**src/rtl/usb_pkg.sv**
```systemverilog
// Shared USB/ULPI definitions: arbiter state encoding, requester IDs and
// default arbiter timing parameters.
package usb_pkg;

    // Arbiter FSM states, 4-bit encoded like the protocol state machine.
    typedef enum logic [3:0] {
        ARB_IDLE      = 4'd0,
        ARB_TURN      = 4'd1,
        ARB_GRANT_PKT = 4'd2,
        ARB_GRANT_REG = 4'd3,
        ARB_COOLDOWN  = 4'd4
    } arb_state_t;

    // Identity of a TX path requester.
    typedef enum logic {
        REQ_PKT = 1'b0,
        REQ_REG = 1'b1
    } req_id_t;

    localparam int unsigned TURN_CYCLES_DEF = 1;
    localparam int unsigned TIMEOUT_DEF     = 1024;
    localparam int unsigned CNT_W_DEF       = 11;

endpackage

```
**src/rtl/ulpi_tx_arbiter_if.sv**
```systemverilog
// Requester-side handshake bundle of the ULPI TX arbiter.
// master = requester blocks, slave = arbiter.
interface ulpi_tx_arbiter_if;
    logic req_pkt;
    logic req_reg;
    logic done_pkt;
    logic done_reg;
    logic gnt_pkt;
    logic gnt_reg;
    logic abort;
    logic timeout_err;
    logic bus_busy;

    modport master (
        output req_pkt, req_reg, done_pkt, done_reg,
        input  gnt_pkt, gnt_reg, abort, timeout_err, bus_busy
    );

    modport slave (
        input  req_pkt, req_reg, done_pkt, done_reg,
        output gnt_pkt, gnt_reg, abort, timeout_err, bus_busy
    );
endinterface

```
**src/rtl/ulpi_tx_arbiter_edge_detector.sv**
```systemverilog
// edge_detector: one-clk pulse on a rising (or falling) edge of a sampled
// input, using a single history register.
module edge_detector #(
    parameter bit FALLING = 1'b0
) (
    input  logic clk,
    input  logic n_rst,
    input  logic sig,
    output logic pulse
);
    logic sig_q;

    // Remember the previous sample of the input.
    always_ff @(posedge clk or negedge n_rst) begin
        if (!n_rst) sig_q <= 1'b0;
        else        sig_q <= sig;
    end

    assign pulse = FALLING ? (~sig & sig_q) : (sig & ~sig_q);
endmodule

```
**src/rtl/ulpi_tx_arbiter.sv**
```systemverilog
// ulpi_tx_arbiter: arbitrates the ULPI TX path between the packet
// transmitter and the register-access engine. Grants only while dir is low
// and after the turnaround, aborts instantly when the PHY reclaims the bus.
// Optional grant timeout enabled by defining ULPI_ARB_TIMEOUT_EN.
module ulpi_tx_arbiter
    import usb_pkg::*;
#(
    parameter int unsigned TURN_CYCLES = TURN_CYCLES_DEF,
    parameter int unsigned TIMEOUT     = TIMEOUT_DEF,
    parameter int unsigned CNT_W       = CNT_W_DEF
) (
    input  logic               clk,
    input  logic               n_rst,
    input  logic               ulpi_clk,
    input  logic               dir,
    input  logic               nxt,
    ulpi_tx_arbiter_if.slave   arb
);
    // The counter serves both the turnaround and the timeout; it saturates.
    localparam int unsigned CNT_SAT = (TIMEOUT > TURN_CYCLES) ? TIMEOUT : TURN_CYCLES;

    arb_state_t       state, state_next;
    logic [CNT_W-1:0] cnt, cnt_next;
    req_id_t          last_grant, last_next;
    logic             ulpi_clk_rising;
    logic             dir_falling;
    logic             do_abort;
    logic             do_timeout;
    logic             gnt_pkt_d, gnt_reg_d, abort_d, bus_busy_d;

    // nxt is part of the monitored bus but does not influence arbitration.
    logic unused_nxt;
    assign unused_nxt = nxt;

    edge_detector #(.FALLING(1'b0)) u_ulpi_clk_rise (
        .clk(clk), .n_rst(n_rst), .sig(ulpi_clk), .pulse(ulpi_clk_rising)
    );

    edge_detector #(.FALLING(1'b1)) u_dir_fall (
        .clk(clk), .n_rst(n_rst), .sig(dir), .pulse(dir_falling)
    );

    // State, counter, round-robin memory and registered outputs.
    always_ff @(posedge clk or negedge n_rst) begin
        if (!n_rst) begin
            state        <= ARB_TURN;
            cnt          <= '0;
            last_grant   <= REQ_REG;
            arb.gnt_pkt  <= 1'b0;
            arb.gnt_reg  <= 1'b0;
            arb.abort    <= 1'b0;
            arb.bus_busy <= 1'b0;
        end else begin
            state        <= state_next;
            cnt          <= cnt_next;
            last_grant   <= last_next;
            arb.gnt_pkt  <= gnt_pkt_d;
            arb.gnt_reg  <= gnt_reg_d;
            arb.abort    <= abort_d;
            arb.bus_busy <= bus_busy_d;
        end
    end

`ifdef ULPI_ARB_TIMEOUT_EN
    // Registered timeout pulse.
    always_ff @(posedge clk or negedge n_rst) begin
        if (!n_rst) arb.timeout_err <= 1'b0;
        else        arb.timeout_err <= do_timeout;
    end
`else
    assign arb.timeout_err = 1'b0;
`endif

    // Next-state, counter and round-robin decision.
    always_comb begin
        state_next = state;
        cnt_next   = cnt;
        last_next  = last_grant;
        do_abort   = 1'b0;
        do_timeout = 1'b0;
        case (state)
            ARB_TURN: begin
                if (dir) begin
                    cnt_next = '0;
                end else if (cnt >= CNT_W'(TURN_CYCLES)) begin
                    state_next = ARB_IDLE;
                end else begin
                    // Turnaround restarts from zero at the dir falling edge.
                    cnt_next = dir_falling ? '0 : cnt;
                    if (ulpi_clk_rising && cnt_next < CNT_W'(CNT_SAT))
                        cnt_next = cnt_next + 1'b1;
                end
            end
            ARB_IDLE: begin
                if (dir) begin
                    state_next = ARB_TURN;
                    cnt_next   = '0;
                end else if (ulpi_clk_rising && (arb.req_pkt || arb.req_reg)) begin
                    cnt_next = '0;
                    if (arb.req_pkt && (!arb.req_reg || last_grant == REQ_REG)) begin
                        state_next = ARB_GRANT_PKT;
                        last_next  = REQ_PKT;
                    end else begin
                        state_next = ARB_GRANT_REG;
                        last_next  = REQ_REG;
                    end
                end
            end
            ARB_GRANT_PKT, ARB_GRANT_REG: begin
                if (dir) begin
                    do_abort   = 1'b1;
                    state_next = ARB_TURN;
                    cnt_next   = '0;
                end else if ((state == ARB_GRANT_PKT && arb.done_pkt) ||
                             (state == ARB_GRANT_REG && arb.done_reg)) begin
                    state_next = ARB_COOLDOWN;
                end
`ifdef ULPI_ARB_TIMEOUT_EN
                else if (cnt >= CNT_W'(TIMEOUT)) begin
                    do_timeout = 1'b1;
                    state_next = ARB_COOLDOWN;
                end else if (ulpi_clk_rising && cnt < CNT_W'(CNT_SAT)) begin
                    cnt_next = cnt + 1'b1;
                end
`endif
            end
            ARB_COOLDOWN: begin
                if (dir) begin
                    state_next = ARB_TURN;
                    cnt_next   = '0;
                end else if (ulpi_clk_rising) begin
                    state_next = ARB_IDLE;
                end
            end
            default: begin
                state_next = ARB_TURN;
                cnt_next   = '0;
            end
        endcase
    end

    // Output values, registered in the state process.
    always_comb begin
        gnt_pkt_d  = (state_next == ARB_GRANT_PKT);
        gnt_reg_d  = (state_next == ARB_GRANT_REG);
        abort_d    = do_abort;
        bus_busy_d = arb.gnt_pkt | arb.gnt_reg | dir;
    end
endmodule

```
**src/flat_wrapper.sv**
```systemverilog
// flat-port wrapper written by rule: the top's interface ports become plain ports
module ulpi_tx_arbiter_flat import usb_pkg::*;
#(
    parameter int unsigned TURN_CYCLES = TURN_CYCLES_DEF,
    parameter int unsigned TIMEOUT     = TIMEOUT_DEF,
    parameter int unsigned CNT_W       = CNT_W_DEF
)
  (clk, n_rst, ulpi_clk, dir, nxt, arb_req_pkt, arb_req_reg, arb_done_pkt, arb_done_reg, arb_gnt_pkt, arb_gnt_reg, arb_abort, arb_timeout_err, arb_bus_busy);
  ulpi_tx_arbiter_if arb_i ();
  input  logic clk;
  input  logic n_rst;
  input  logic ulpi_clk;
  input  logic dir;
  input  logic nxt;
  input wire logic [$bits(arb_i.req_pkt)-1:0] arb_req_pkt;
  input wire logic [$bits(arb_i.req_reg)-1:0] arb_req_reg;
  input wire logic [$bits(arb_i.done_pkt)-1:0] arb_done_pkt;
  input wire logic [$bits(arb_i.done_reg)-1:0] arb_done_reg;
  output wire logic [$bits(arb_i.gnt_pkt)-1:0] arb_gnt_pkt;
  output wire logic [$bits(arb_i.gnt_reg)-1:0] arb_gnt_reg;
  output wire logic [$bits(arb_i.abort)-1:0] arb_abort;
  output wire logic [$bits(arb_i.timeout_err)-1:0] arb_timeout_err;
  output wire logic [$bits(arb_i.bus_busy)-1:0] arb_bus_busy;
  assign arb_i.req_pkt = arb_req_pkt;
  assign arb_i.req_reg = arb_req_reg;
  assign arb_i.done_pkt = arb_done_pkt;
  assign arb_i.done_reg = arb_done_reg;
  assign arb_gnt_pkt = arb_i.gnt_pkt;
  assign arb_gnt_reg = arb_i.gnt_reg;
  assign arb_abort = arb_i.abort;
  assign arb_timeout_err = arb_i.timeout_err;
  assign arb_bus_busy = arb_i.bus_busy;
  ulpi_tx_arbiter #(.TURN_CYCLES(TURN_CYCLES), .TIMEOUT(TIMEOUT), .CNT_W(CNT_W)) u_core (.clk(clk), .n_rst(n_rst), .ulpi_clk(ulpi_clk), .dir(dir), .nxt(nxt), .arb(arb_i));
endmodule
```
**config.mk**
```make
export PLATFORM = sky130hd
export DESIGN_NAME = ulpi_tx_arbiter_flat
export DESIGN_NICKNAME = d
export VERILOG_FILES = /design/src/rtl/usb_pkg.sv /design/src/rtl/ulpi_tx_arbiter_if.sv /design/src/rtl/ulpi_tx_arbiter_edge_detector.sv /design/src/rtl/ulpi_tx_arbiter.sv /design/src/flat_wrapper.sv
export SDC_FILE = /design/constraint.sdc
export NUM_CORES = 1
export LEC_CHECK = 0
export BUFFER_PORTS_ARGS = -buffer_cell sky130_fd_sc_hd__buf_4
export CAP_MARGIN = 20
export CORE_ASPECT_RATIO = 0.8
export CORE_UTILIZATION = 55
export DETAILED_ROUTE_END_ITERATION = 6
export PLACE_DENSITY = 0.77
export SLEW_MARGIN = 15
export SYNTH_ARGS = -nofsm -noshare
export SYNTH_HDL_FRONTEND = slang
export SYNTH_SLANG_ARGS = --single-unit
export TNS_END_PERCENT = 1
```
**constraint.sdc**
```tcl
create_clock -name clk -period 2.65 [get_ports clk]
set_clock_uncertainty 0.1 [all_clocks]
set_input_delay 0.53 -clock clk [delete_from_list [all_inputs] [get_ports clk]]
set_output_delay 0.53 -clock clk [all_outputs]
set_load 0.02 [all_outputs]
```
# After elaboration in Yosys (flattened, before gate mapping)
# Index checks and enable logic that the tools add are counted.
# totals
register_bits	22
latch_bits	0
mem_bits_rw	0
romBits	0
input_bits	9
out_inout_bits	5
n_memories	0
# classes
addsub	1
n_mul	0
div_mod_pow	0
order_cmp	2
n_eq_ne	9
shift	0
muxes	21
n_bitwise	6
n_reduce_logical	14
# ops
op	count
$mux 11	7
$pmux 11 s3	1
$mux 4	8
$eq 4x2->1 const B	4
$pmux 4 s4	1
$add 11x1->11 const B	1
$ge 11x1->1 const B	1
$lt 11x11->1 const B	1
$reduce_and 3->1	2
$logic_and 1x1->1	5
$eq 4x1->1 const B	1
$eq 4x3->1 const B	1
$logic_not 4->1	1
$mux 1	4
$logic_or 1x1->1	3
$ne 3x2->1 const B	1
$ne 3x3->1 const B	1
$reduce_or 3->1	1
$and 1x1->1	2
$ne 2x1->1 const B	1
$not 1->1	2
$or 1x1->1	2
$reduce_or 2->1	1
$logic_not 1->1	1

# Logic depth before layout (Yosys ltp)
# logic_depth
ltp_word	9
ltp_mapped	5
ltp_nobuf	5

# Modules after synthesis
# Synthesis repeated with hierarchy kept, for this count alone.
# hier_totals
hier_cells	87
area_unflattened_um2	1053.5
# by_module_without_submodules
module	instances	cells_per_inst	area_each_um2	seq_area_each_um2
ulpi_tx_arbiter	1	83	975.9	503.0
edge_detector	2	2	38.8	25.0

# Least setup slack after synthesis
# No wires, ideal clock.
# synth_path
path_type	flip-flop to flip-flop
startpoint	register u_core.state[0]
endpoint	register u_core.cnt[10]
arrival_ns	1.412
required_ns	2.481
path_slack_ns	1.069
path_stages_with_launch	5
path_buffers	0
synth_period_minus_slack_ns	1.581
path_cell_list	dfstp_2 nand2b_2 or4_4 o22a_4 nor2b_2
# synth_between
elab_chain_len	4
word_cells_on_any_way	11
classes_between	7 x eq/ne; 1 x mux; 3 x reduce/logical
# synth_lines
item	line_no	rtl
start: declaration	ulpi_tx_arbiter.sv:22	arb_state_t state, state_next;
start signal: assignment	ulpi_tx_arbiter.sv:54	state <= state_next;
$eq 4x3->1 / $eq 4x2->1 (equally long branches)	ulpi_tx_arbiter.sv:81	case (state)
$reduce_or 3->1 (no line)	n/a	
$ne 2x1->1 (no line)	n/a	
$reduce_and 3->1 (no line)	n/a	
end signal: assignment	ulpi_tx_arbiter.sv:55	cnt <= cnt_next;
end: declaration	ulpi_tx_arbiter.sv:23	logic [CNT_W-1:0] cnt, cnt_next;
# Several ways; a longest one is shown, not always the timed one.
# A chain may end at the register's enable or synchronous reset.

# Worst setup path after layout
# layout_path
startpoint	register u_core.state[1]
endpoint	register u_core.cnt[6]
# Same word-level chain as after synthesis.

==> results.tsv <==
metric	value	unit
Root Buffer	clkbuf_4	
WS Path Type	reg -> reg	
# IOs	14	
multiplexer share of the synthesized area	0.0224	
main combinational cell family by area after synthesis	simple AND/OR/NAND/NOR gates	
unrepaired setup endpoints after global routing	false	
number of cell rows	13	
post-route minimum period	1740	ps
CTS tree	done	
Yosys reg bits	22	
post-synthesis share of cell area spent on and, or, nand and nor gates	0.277	
Setup crit start	u_core.state[1]$_DFF_PN0_	
path category of the worst min-delay check	in -> reg	
category of the worst setup path launch point	flip-flop	
width of the die	49.8	um
detailed-router iteration count before antenna repair	4	
Mean Syn Cell Area	10.9	um2
FF-to-FF setup slack	910	ps
flip-flop count of the largest register after layout	11	
number of cells produced by synthesis	92	
PD cells	567	mW/mm2
nature of the critical path endpoint	flip-flop	
total via count in the routed design	701	
Peak Freq	0.574	GHz
Detailed Route Iter0 Violations	14	
clock slew at the register clock pins of the worst setup and hold paths	120	ps
final routed DRC violation total	0	
setup TNS	0	ps
Max FO, Critical Path	11	
number of global-route vias before repair	628	
later-pin clock latency in the skew report	310	ps
actual slew at the worst max-slew pin	525	ps
ratio of cells with drive above 1 in the final layout	0.283	
gpl congestion	0.825	
first-pass GRT wire length	2.99	mm
final hold slack	241	ps
fraction of the yosys area taken by sequential cells	0.550	
Slowest Stage Delay on Critical Path	510	ps
number of clock sinks seen by CTS	22	
H-tree depth	1	
core box area	0.00168	mm2
commonest non-fill, non-tap cell in the layout	dfrtp_1	
max capacitance violation total	0	
total wire length after detailed routing	1.69	mm
routed vias/inst	5.48	
status	finished clean	
Reg-to-Reg Start	u_core.state[1]$_DFF_PN0_	
crit path DAT	1890	ps
fraction of the cycle the final worst path needs	0.657	
leading cell types in the layout, fill and taps excluded	20 x dfrtp_1, 11 x buf_4, 9 x nor3_1	
netlist area before placement	0.00101	mm2
Post-synth EDFFs	0	
Setup Viol. Count Final	0	
maximum number of pins on one net before global-route repair	23	
sequence of cells on the critical path	nand2b_2 > or4_4 > o22a_4 > nor2b_2	
capturing instance or port of the critical path	u_core.cnt[6]$_DFFE_PN0P_	
synthesis-to-layout area growth	15.9	%
die span in y	40.3	um
arithmetic-cell share of the synthesized area counting full adders, half adders and majority gates	0.0124	
top_reg_cell synth	dfrtp_1	
initial antenna violation count	0	
sum of buffers and inverters on the critical path	0	
register with the most flip-flops	u_core.cnt	
critical path data required time	2800	ps
filler instances	139	
Critical-path top delay cell	dfrtp_1	
number of library cell types mapped by synthesis	33	
I/O Buffers	11	
Longest Clk Path Bufs	2	
area enclosed by the die boundary	0.00201	mm2
reg-to-reg endpoint	u_core.cnt[6]$_DFFE_PN0P_	
Min-Delay Startpoint	ulpi_clk	
number of antenna-violating nets in the routed design	0	
half-perimeter wire length of the detailed placement result	1.26	mm
largest registers in the final layout	u_core.cnt x11, u_core.state x4	
area fraction in compound gates after synthesis	0.107	
Synth Area in XOR/XNOR	0	
P_leak	0.502	nW
depth of the worst register-to-register path	4	
DR WL/cell	13.2	um
Starting Density	0.600	
maximum vdd ir drop	0.452	mV
count of yosys warnings during synthesis	0	
cell count along the critical path	4	
final hold violations	0	
Antenna diodes	0	
grt ovf	0	
number of slew-limit violations in the final report	0	
async set or reset register ratio after synthesis	1.00	
TritonCTS Buffers	3	
gate family responsible for the most delay along the worst path	simple AND/OR/NAND/NOR gates	
worst relative slew slack	0.647	
Total Nets Final	117	
Total Routing Usage GR	0.215	
==> per-stage QoR <==
stage          total power, mW  instance area [um2]  utilization  cells  setup WS (ps)
4_1_cts                  0.669                 1170        0.696    128            903
3_5_place_dp             0.415                 1100        0.659    123            842
6_report                 0.661                 1170        0.696    128            909
3_3_place_gp             0.412                 1100        0.659    123            883
2_1_floorplan            0.390                 1010            -     93           1070
5_1_grt                  0.687                 1170        0.696    128            820
==> area by class of cell <==
type	count	area, um2	area share
clock inverter	1	30.0	0.0258
multi-input combinational	65	429	0.368
timing repair buffer	12	92.6	0.0794
tap	22	27.5	0.0236
inverter	3	11.3	0.00966
sequential	22	553	0.474
clock buffer	3	22.5	0.0193
==> kinds of logic (layout without fill, tap and decap cells) <==
group / after synthesis / after routing
AOI/OAI and AO/OA: 14 / 14
and+or+nand+nor: 46 / 46
adders and majority gates: 1 / 1
other: 1 / 2
DFF: 22 / 22
buffers and inverters: 6 / 19
muxes: 2 / 2
==> worst reg2reg max path, stage by stage (launching register included) <==
cell and delay (ps):
dfrtp_1 510, nand2b_2 240, or4_4 430, o22a_4 280, nor2b_2 120
==> routing by layer <==
metal  vias up  track usage  share of wire  wire [um]
met5         -            0              0          0
met4         0       0.0500         0.0059         10
li1        349            -              -          -
met1       323        0.295           0.50        848
met2        27        0.328           0.42        715
met3         2       0.0758          0.066        111
==> Yosys cell counts, types with 3 or more instances <==
cell type  number  area [um2]
nor2_1          7        26.3
dfrtp_1        20         500
nor2b_1         3        18.8
nor3_1          9        45.0
nor2b_2         8        70.1
nor4_1          3        18.8
nand2b_1        3        18.8
nand2_1         5        18.8
inv_1           3        11.3
a31oi_1         3        18.8
==> worst min path at each step <==
stage,to,cells after the start,slack (ps)
after floorplan,u_core.arb.abort$_DFF_PN0_,0,130
after global placement,u_core.arb.abort$_DFF_PN0_,1,330
after detailed placement,u_core.state[2]$_DFF_PN0_,1,330
after CTS,u_core.u_ulpi_clk_rise.sig_q$_DFF_PN0_,1,230
after global routing,u_core.u_ulpi_clk_rise.sig_q$_DFF_PN0_,1,220
final,u_core.u_ulpi_clk_rise.sig_q$_DFF_PN0_,1,240
==> power breakdown <==
| part | total (mW) | internal, mW | switching, mW |
|---|---|---|---|
| clock network | 0.253 | 0.153 | 0.0996 |
| registers | 0.352 | 0.346 | 0.00588 |
| logic | 0.0566 | 0.0248 | 0.0318 |
==> what timing repair did <==
item,4_1_cts,5_1_grt
hold buffers,1,0
gates resized for setup,0,0
endpoints found under the hold margin,20,0
setup buffers,0,0
Note: power is estimated with default switching activity, not from simulation.
